### config.mk
export PLATFORM = sky130hd
export DESIGN_NAME = sync_fifo_ext
export DESIGN_NICKNAME = d
export VERILOG_FILES = /design/src/rtl/sync_fifo_ext.sv
export SDC_FILE = /design/constraint.sdc
export NUM_CORES = 1
export LEC_CHECK = 0
export ABC_AREA = 1
export CORE_MARGIN = 2
export CORE_UTILIZATION = 40
export DETAILED_ROUTE_END_ITERATION = 8
export PLACE_DENSITY = 0.68
export SLEW_MARGIN = 15
export SYNTH_ARGS = -nofsm -noshare
export SYNTH_HDL_FRONTEND = slang
export SYNTH_SLANG_ARGS = --single-unit
### constraint.sdc
create_clock -name clk -period 2.9 [get_ports clk]
set_input_delay 0.29 -clock clk [delete_from_list [all_inputs] [get_ports clk]]
set_output_delay 0.29 -clock clk [all_outputs]
set_load 0.1 [all_outputs]
### src/rtl/sync_fifo_ext.sv
// Single-clock FIFO with arbitrary depth, occupancy count, threshold flags,
// sticky overflow/underflow errors and optional first-word-fall-through reads.
module sync_fifo_ext #(
    parameter int unsigned WIDTH     = 8,
    parameter int unsigned DEPTH     = 16,
    parameter int unsigned FWFT      = 0,
    parameter int unsigned AF_THRESH = 14,
    parameter int unsigned AE_THRESH = 2,
    localparam int unsigned PW       = (DEPTH > 2) ? $clog2(DEPTH) : 1,
    localparam int unsigned CW       = $clog2(DEPTH + 1)
) (
    input  logic             clk,
    input  logic             rst,
    input  logic             wr_en,
    input  logic [WIDTH-1:0] wr_data,
    input  logic             rd_en,
    output logic [WIDTH-1:0] rd_data,
    input  logic             clr_err,
    output logic [CW-1:0]    count,
    output logic             full,
    output logic             empty,
    output logic             almost_full,
    output logic             almost_empty,
    output logic             overflow,
    output logic             underflow
);

    logic [WIDTH-1:0] mem [DEPTH];
    logic [PW-1:0]    wr_ptr;
    logic [PW-1:0]    rd_ptr;
    logic             wr_ok;
    logic             rd_ok;

    // Pointers wrap at DEPTH-1 so non-power-of-two depths never index past the array.
    function automatic logic [PW-1:0] next_ptr(input logic [PW-1:0] p);
        return (p == PW'(DEPTH - 1)) ? '0 : p + PW'(1);
    endfunction

    // Status decodes from the count register only, so no request reaches an output.
    assign full         = (count == CW'(DEPTH));
    assign empty        = (count == '0);
    assign almost_full  = (count >= CW'(AF_THRESH));
    assign almost_empty = (count <= CW'(AE_THRESH));

    assign wr_ok = wr_en && !full;
    assign rd_ok = rd_en && !empty;

    always_ff @(posedge clk) begin
        if (wr_ok) begin
            mem[wr_ptr] <= wr_data;
        end
    end

    always_ff @(posedge clk) begin
        if (rst) begin
            wr_ptr <= '0;
            rd_ptr <= '0;
            count  <= '0;
        end else begin
            if (wr_ok) begin
                wr_ptr <= next_ptr(wr_ptr);
            end
            if (rd_ok) begin
                rd_ptr <= next_ptr(rd_ptr);
            end
            case ({wr_ok, rd_ok})
                2'b10:   count <= count + CW'(1);
                2'b01:   count <= count - CW'(1);
                default: count <= count;
            endcase
        end
    end

    // Sticky errors: a new rejection wins over a simultaneous clear.
    always_ff @(posedge clk) begin
        if (rst) begin
            overflow  <= 1'b0;
            underflow <= 1'b0;
        end else begin
            if (wr_en && full) begin
                overflow <= 1'b1;
            end else if (clr_err) begin
                overflow <= 1'b0;
            end
            if (rd_en && empty) begin
                underflow <= 1'b1;
            end else if (clr_err) begin
                underflow <= 1'b0;
            end
        end
    end

    generate
        if (FWFT != 0) begin : g_fwft
            assign rd_data = empty ? '0 : mem[rd_ptr];
        end else begin : g_reg
            logic [WIDTH-1:0] rd_q;
            always_ff @(posedge clk) begin
                if (rst) begin
                    rd_q <= '0;
                end else if (rd_ok) begin
                    rd_q <= mem[rd_ptr];
                end
            end
            assign rd_data = rd_q;
        end
    endgenerate

endmodule

# [After elaboration in Yosys (flattened, before gate mapping)]
# Memory sizes are Yosys's and may differ from the RTL's. A register that Yosys moved wholly into a read port is not among the register bits.
# Cells that the tools add are included.
[totals] ff_bits=15 ram_bits=128 input_bits=13 wordCells=35 mem_count=1
[memory_table] memory="mem" depth=16 width=8 rd=1 rd_ports_with_merged_regs=1 write_ports=1 line_no="28" text="logic [WIDTH-1:0] mem [DEPTH];"
[classes] add_sub_neg=4 n_lt_le_gt_ge=2 n_eq_ne=5 muxes=8 n_reduce_logical=10
[op_table] operator="one-hot mux 5 bit (2 select lines)" count=1
[op_table] operator="adder 4 x 1 -> 4 bit (second input constant)" count=2
[op_table] operator="== test 4 bit (second input constant)" count=2
[op_table] operator="2-to-1 mux 4 bit" count=2
[op_table] operator="nonzero test 2 bit" count=3
[op_table] operator="adder 5 x 1 -> 5 bit (second input constant)" count=1
[op_table] operator="== test 5 bit (second input constant)" count=1
[op_table] operator="greater-or-equal comparator 5 x 4 -> 1 bit (second input constant)" count=1
[op_table] operator="<= comparator 5 x 2 -> 1 bit (second input constant)" count=1
[op_table] operator="zero test 5 bit" count=1
[op_table] operator="2-to-1 mux 1 bit" count=5
[op_table] operator="subtractor 5 x 1 -> 5 bit (second input constant)" count=1
[op_table] operator="logical AND 1 bit" count=4
[op_table] operator="== test 2 x 1 -> 1 bit (second input constant)" count=1
[op_table] operator="== test 2 bit (second input constant)" count=1
[op_table] operator="zero test 1 bit" count=2

# [Longest topological paths before layout]
[depth] ltp_word=5 mapped_depth=16 depth_no_buf=15

# [Least setup slack after synthesis]
# Ideal clock, no wire load.
[synth_timing] kind="reg2out" start="register count[1]" end="output almost_empty" arrival_ps=5560 required_time_ps=2610 path_slack_ps=-2950 stages_incl_launch_ff=2 path_buffers=0 path_cell_list="dfxtp_1 > a2111oi_0"
[synth_via] elab_chain_cells=1
[synth_lines] element="start, declared" line_no="19" text="output logic [CW-1:0] count,"
[synth_lines] element="start signal, assigned" line_no="67" text="2'b10: count <= count + CW'(1);"
[synth_lines] element="start signal, assigned" line_no="68" text="2'b01: count <= count - CW'(1);"
[synth_lines] element="start signal, assigned" line_no="69" text="default: count <= count;"
[synth_lines] element="<= comparator 5 x 2 -> 1 bit" line_no="43" text="assign almost_empty = (count <= CW'(AE_THRESH));"
[synth_lines] element="end, declared" line_no="23" text="output logic almost_empty,"
# No other way between the ends.

# [Worst setup path in the final report]
[layout_timing] start="register count[1]" end="register count[4]"
[layout_via] elab_chain_cells=5 word_cells_on_any_way=12 classes_between="add/sub (2); eq/ne (3); mux (1); reduce/logical (6)"
[layout_lines] element="== test 5 bit or zero test 5 bit (tied branches)" line_no="40, 41"
[layout_lines] element="zero test 1 bit, on equally long branches" line_no="45, 46"
[layout_lines] element="logical AND 1 bit, on equally long branches" line_no="45, 46"
[layout_lines] element="== test 2 x 1 -> 1 bit or == test 2 bit (tied branches)" line_no="66" text="case ({wr_ok, rd_ok})"
[layout_lines] element="one-hot mux 5 bit (2 select lines) or nonzero test 2 bit (tied branches)"
# Several ways; a longest one is shown, not always the timed one.
# A chain may end at the register's enable or synchronous reset.

==> results.sh <==
export IMPL_grt_overflow=0
export IMPL_timing_final_crit_period_ps=2333
export IMPL_timing_max_transition_violations_final=0
export IMPL_grt_antenna_before_repair=0
export IMPL_maximum_achievable_frequency_ghz=0.4286
export IMPL_power_per_cell_area_nw_per_um2=994.6
export IMPL_design_final_nets=645
export IMPL_net_switching_power_mw=2.888
export IMPL_slowest_stage="sky130_fd_sc_hd__dfxtp_1"
export IMPL_worst_path_largest_cell_delay_ps=410
export IMPL_numCtsBuffers=17
export IMPL_timing_final_ws_setup_ps=566.7
export IMPL_worst_clock_skew_ps=8.978
export IMPL_die_height_um=129.7
export IMPL_firstDrtPassIters=7
export IMPL_totalNegativeSetupSlack_ps=0
export IMPL_floorplan_io_pins=32
export IMPL_maximum_fanout_count_along_the_critical_path=9
export IMPL_tightestPinTransition_ps=915.1
export IMPL_ant_nets=0
export IMPL_critical_path_required_ps=3260
export IMPL_clock_tree_htree_level_count=4
export IMPL_busiest_layer="met2"
export IMPL_power_report_internal_total_mw=4.443
export IMPL_postCtsSetupRepairBufs=0
export IMPL_maximum_number_of_pins_on_one_net_before_global_route_repair=68
export IMPL_timing_critical_path_from_type="flop"
export IMPL_rsz0062_at_grt="false"
export IMPL_ys_types=26
export IMPL_port_buffers=31
export IMPL_drv_max_cap_violation_count=0
export IMPL_final_layout_size_suffix_gt1_share_pct=10.22
export IMPL_post_route_cell_area_um2=7371
export IMPL_share_seq_of_total_power_pct=36.2
export IMPL_drt_wl_total_um=14440
export IMPL_initial_core_util_pct=41.24
export IMPL_grt_usage_pct=18.45
export IMPL_yosys_area_top_type_share_pct=60.86
export IMPL_syn_area_per_cell_um2=10.71
export IMPL_hold_path_class="in -> reg"
export IMPL_outcome="completed"
export IMPL_area_growth_syn_to_layout_pct=16.70
export IMPL_gr_usage_met3_pct=4.253
export IMPL_crit_path_cell_trace="nor2_2 -> nand4_1 -> nand2_2 -> ha_1 -> xor2_1 -> ha_1 -> inv_1 -> nand2_1 -> nand3_1 -> nand2_1 -> nand2_1 -> nand2_1 -> nand2_1 -> a21oi_1"
export IMPL_iter_0_drt_violations=377
export IMPL_critPathKind="reg -> reg"
export IMPL_crit_arrival_ps=2690
export IMPL_synth_warnings=0
export IMPL_dpl_hpwl_um=8939
export IMPL_dpl_cell_area_um2=6779
export IMPL_core_rowCount=45
export IMPL_power_switching_share_pct=39.40
export IMPL_clock_insertion_delay_worst_skew_ps=430
export IMPL_yosysSeqAreaShare_pct=68.15
export IMPL_synth_cells=590
export IMPL_clockRootBuffer="sky130_fd_sc_hd__clkbuf_16"
export IMPL_max_vdd_ir_drop_mv=0.7400
export IMPL_timing_critical_path_max_delay_family="simple AND/OR/NAND/NOR gates"
export IMPL_report_final_setup_viol=0
export IMPL_route_detailed_wl_per_inst_um=17.05
export IMPL_first_pass_grt_wire_length_um=22820
export IMPL_tritoncts="done"
export IMPL_clkTransAtPathRegs_ps=60
export IMPL_weighted_congestion_reported_at_the_end_of_routability_driven_placement=0.8555
export IMPL_finalHoldViolCount=0
export IMPL_grt_util_met1_pct=23.62
export IMPL_yosys_register_bits=151
export IMPL_final_period_utilization_pct=80.46
export IMPL_crit_top_cell="sky130_fd_sc_hd__nand2_1"
export IMPL_antenna_cells=0
export IMPL_core_box_area_um2=15310
export IMPL_synth_largest_area_cell="sky130_fd_sc_hd__edfxtp_1"
export IMPL_yosys_top_cells_area="sky130_fd_sc_hd__edfxtp_1 (61%), sky130_fd_sc_hd__dfxtp_1 (7.3%), sky130_fd_sc_hd__nor2_1 (6.5%), sky130_fd_sc_hd__nand2_1 (6.5%), sky130_fd_sc_hd__nand3_1 (4.6%)"
export IMPL_grt_pass1_vias=4300
export IMPL_vias=4326
export IMPL_cts_resized=0
export IMPL_drt_vias_per_instance=5.107
export IMPL_p_leak_nw=2.719
export IMPL_clkSinkCount=151
export IMPL_timing_slew_headroom_pct=38.90
export IMPL_worst_path_buf_inv=1
export IMPL_comb_power_share_pct=33.9
export IMPL_cts_hold_buffers=0
export IMPL_grt_util_met2_pct=30.15
export IMPL_clock_path_buffers=2
export IMPL_end_kind="flop"
export IMPL_mappedNetlistArea_um2=6316
export IMPL_placement_setup_worst_slack_ps=575.8
export IMPL_die_width_um=129.7
export IMPL_power_clock_fraction_pct=29.9
export IMPL_die_area_um2=16810
export IMPL_synth_nets=612
export IMPL_detailed_route_drc_error_count=0
-- power groups by stage --
stage          clock, mW  sequential (mW)  combinational [mW]
3_3_place_gp           0             2.69                2.45
3_5_place_dp           0             2.70                2.48
4_1_cts             2.22             2.65                2.49
2_1_floorplan          0             3.23                1.42
6_report            2.19             2.65                2.49
5_1_grt             2.31             2.67                2.70
-- sequential cells by signal, summed over array words and instances (netlist names) --
register / count
overflow: 1
rd_ptr: 4
rd_data: 8
mem: 128
wr_ptr: 4
count: 5
underflow: 1
-- cell type report --
class	count	area (um^2)
flip-flops and latches	151	4305
repair buffers	40	330.3
inverters	30	112.6
multi-input cells	383	1767
clock buffers	22	474.2
clock inverters	10	117.6
well taps	211	264.0
fillers	1404	7944
-- layout by cell type (no fill, tap or decap), types with 12 or more instances in the layout --
| cell type | instances |
|---|---|
| sky130_fd_sc_hd__dfxtp_1 | 22 |
| sky130_fd_sc_hd__clkbuf_16 | 17 |
| sky130_fd_sc_hd__nor2_1 | 110 |
| sky130_fd_sc_hd__o21ai_1 | 18 |
| sky130_fd_sc_hd__a21oi_1 | 28 |
| sky130_fd_sc_hd__inv_1 | 25 |
| sky130_fd_sc_hd__nand2_1 | 109 |
| sky130_fd_sc_hd__edfxtp_1 | 128 |
| sky130_fd_sc_hd__buf_4 | 28 |
| sky130_fd_sc_hd__clkdlybuf4s50_1 | 12 |
| sky130_fd_sc_hd__nand3_1 | 58 |
| sky130_fd_sc_hd__o21ai_0 | 37 |
-- layer usage --
layer / wire (um) / up-vias / part of all wire (%)
met5: 0 / - / 0
met4: 335 / 0 / 2.3
met3: 747 / 31 / 5.2
met2: 7155 / 132 / 50
met1: 6199 / 2077 / 43
li1: - / 2086 / -
-- path summary, 6_finish.rpt --
path / startpoint / end / slack, ps / cells after the start
setup / recovery: count[1] / count[4] / 570 / 14
hold / removal: rd_en / underflow / 460 / 3
setup reg to reg: count[1] / count[4] / 570 / 14
hold reg to reg: underflow / underflow / 460 / 2
-- cell usage after synthesis --
master and count:
sky130_fd_sc_hd__clkbuf_1 6, sky130_fd_sc_hd__buf_2 8, sky130_fd_sc_hd__nand2_2 1, sky130_fd_sc_hd__o21ai_1 18, sky130_fd_sc_hd__buf_6 3, sky130_fd_sc_hd__o21bai_1 1
sky130_fd_sc_hd__nand3_1 58, sky130_fd_sc_hd__nor2_1 110, sky130_fd_sc_hd__dfxtp_1 23, sky130_fd_sc_hd__buf_4 5, sky130_fd_sc_hd__a21boi_0 1, sky130_fd_sc_hd__inv_1 25
sky130_fd_sc_hd__o21ai_0 37, sky130_fd_sc_hd__buf_1 2, sky130_fd_sc_hd__inv_2 3, sky130_fd_sc_hd__nand4_1 2, sky130_fd_sc_hd__ha_1 9, sky130_fd_sc_hd__xor2_1 5
sky130_fd_sc_hd__nand2_1 109, sky130_fd_sc_hd__edfxtp_1 128, sky130_fd_sc_hd__clkinv_1 2, sky130_fd_sc_hd__clkbuf_2 2, sky130_fd_sc_hd__a2111oi_0 1, sky130_fd_sc_hd__a21oi_1 28
sky130_fd_sc_hd__nor2_2 1, sky130_fd_sc_hd__nand3b_1 2
-- worst reg2reg max path, delay by kind of cell (launching register included) --
kind,cells,cell delay (ps)
buf+inv,1,40
fa+ha+maj,2,520
xor+xnor,1,260
compound gates,1,100
simple gates,9,930
flops,1,410
-- cells by family (layout without fill, tap and decap cells) --
group / Yosys count / after routing / synth area share (%)
adders and majority gates: 9 / 9 / 1.783
and+or+nand+nor: 283 / 283 / 18.24
AOI/OAI and AO/OA: 86 / 86 / 6.953
buffers and inverters: 56 / 102 / 4.180
xor gates and xnor gates: 5 / 5 / 0.6933
DFF: 151 / 151 / 68.15
-- stage by stage --
stage / util (%) / power (mW) / instances / hold WS (ps)
after floorplan: - / 4.650 / 590 / 388.9
after global placement: 44.26 / 5.138 / 815 / 454.6
after detailed placement: 44.26 / 5.178 / 815 / 455.6
after CTS: 48.13 / 7.365 / 847 / 453.1
after global routing: 48.13 / 7.683 / 847 / 483.3
final: 48.13 / 7.331 / 847 / 458.1
(Power assumes the default switching activity.)
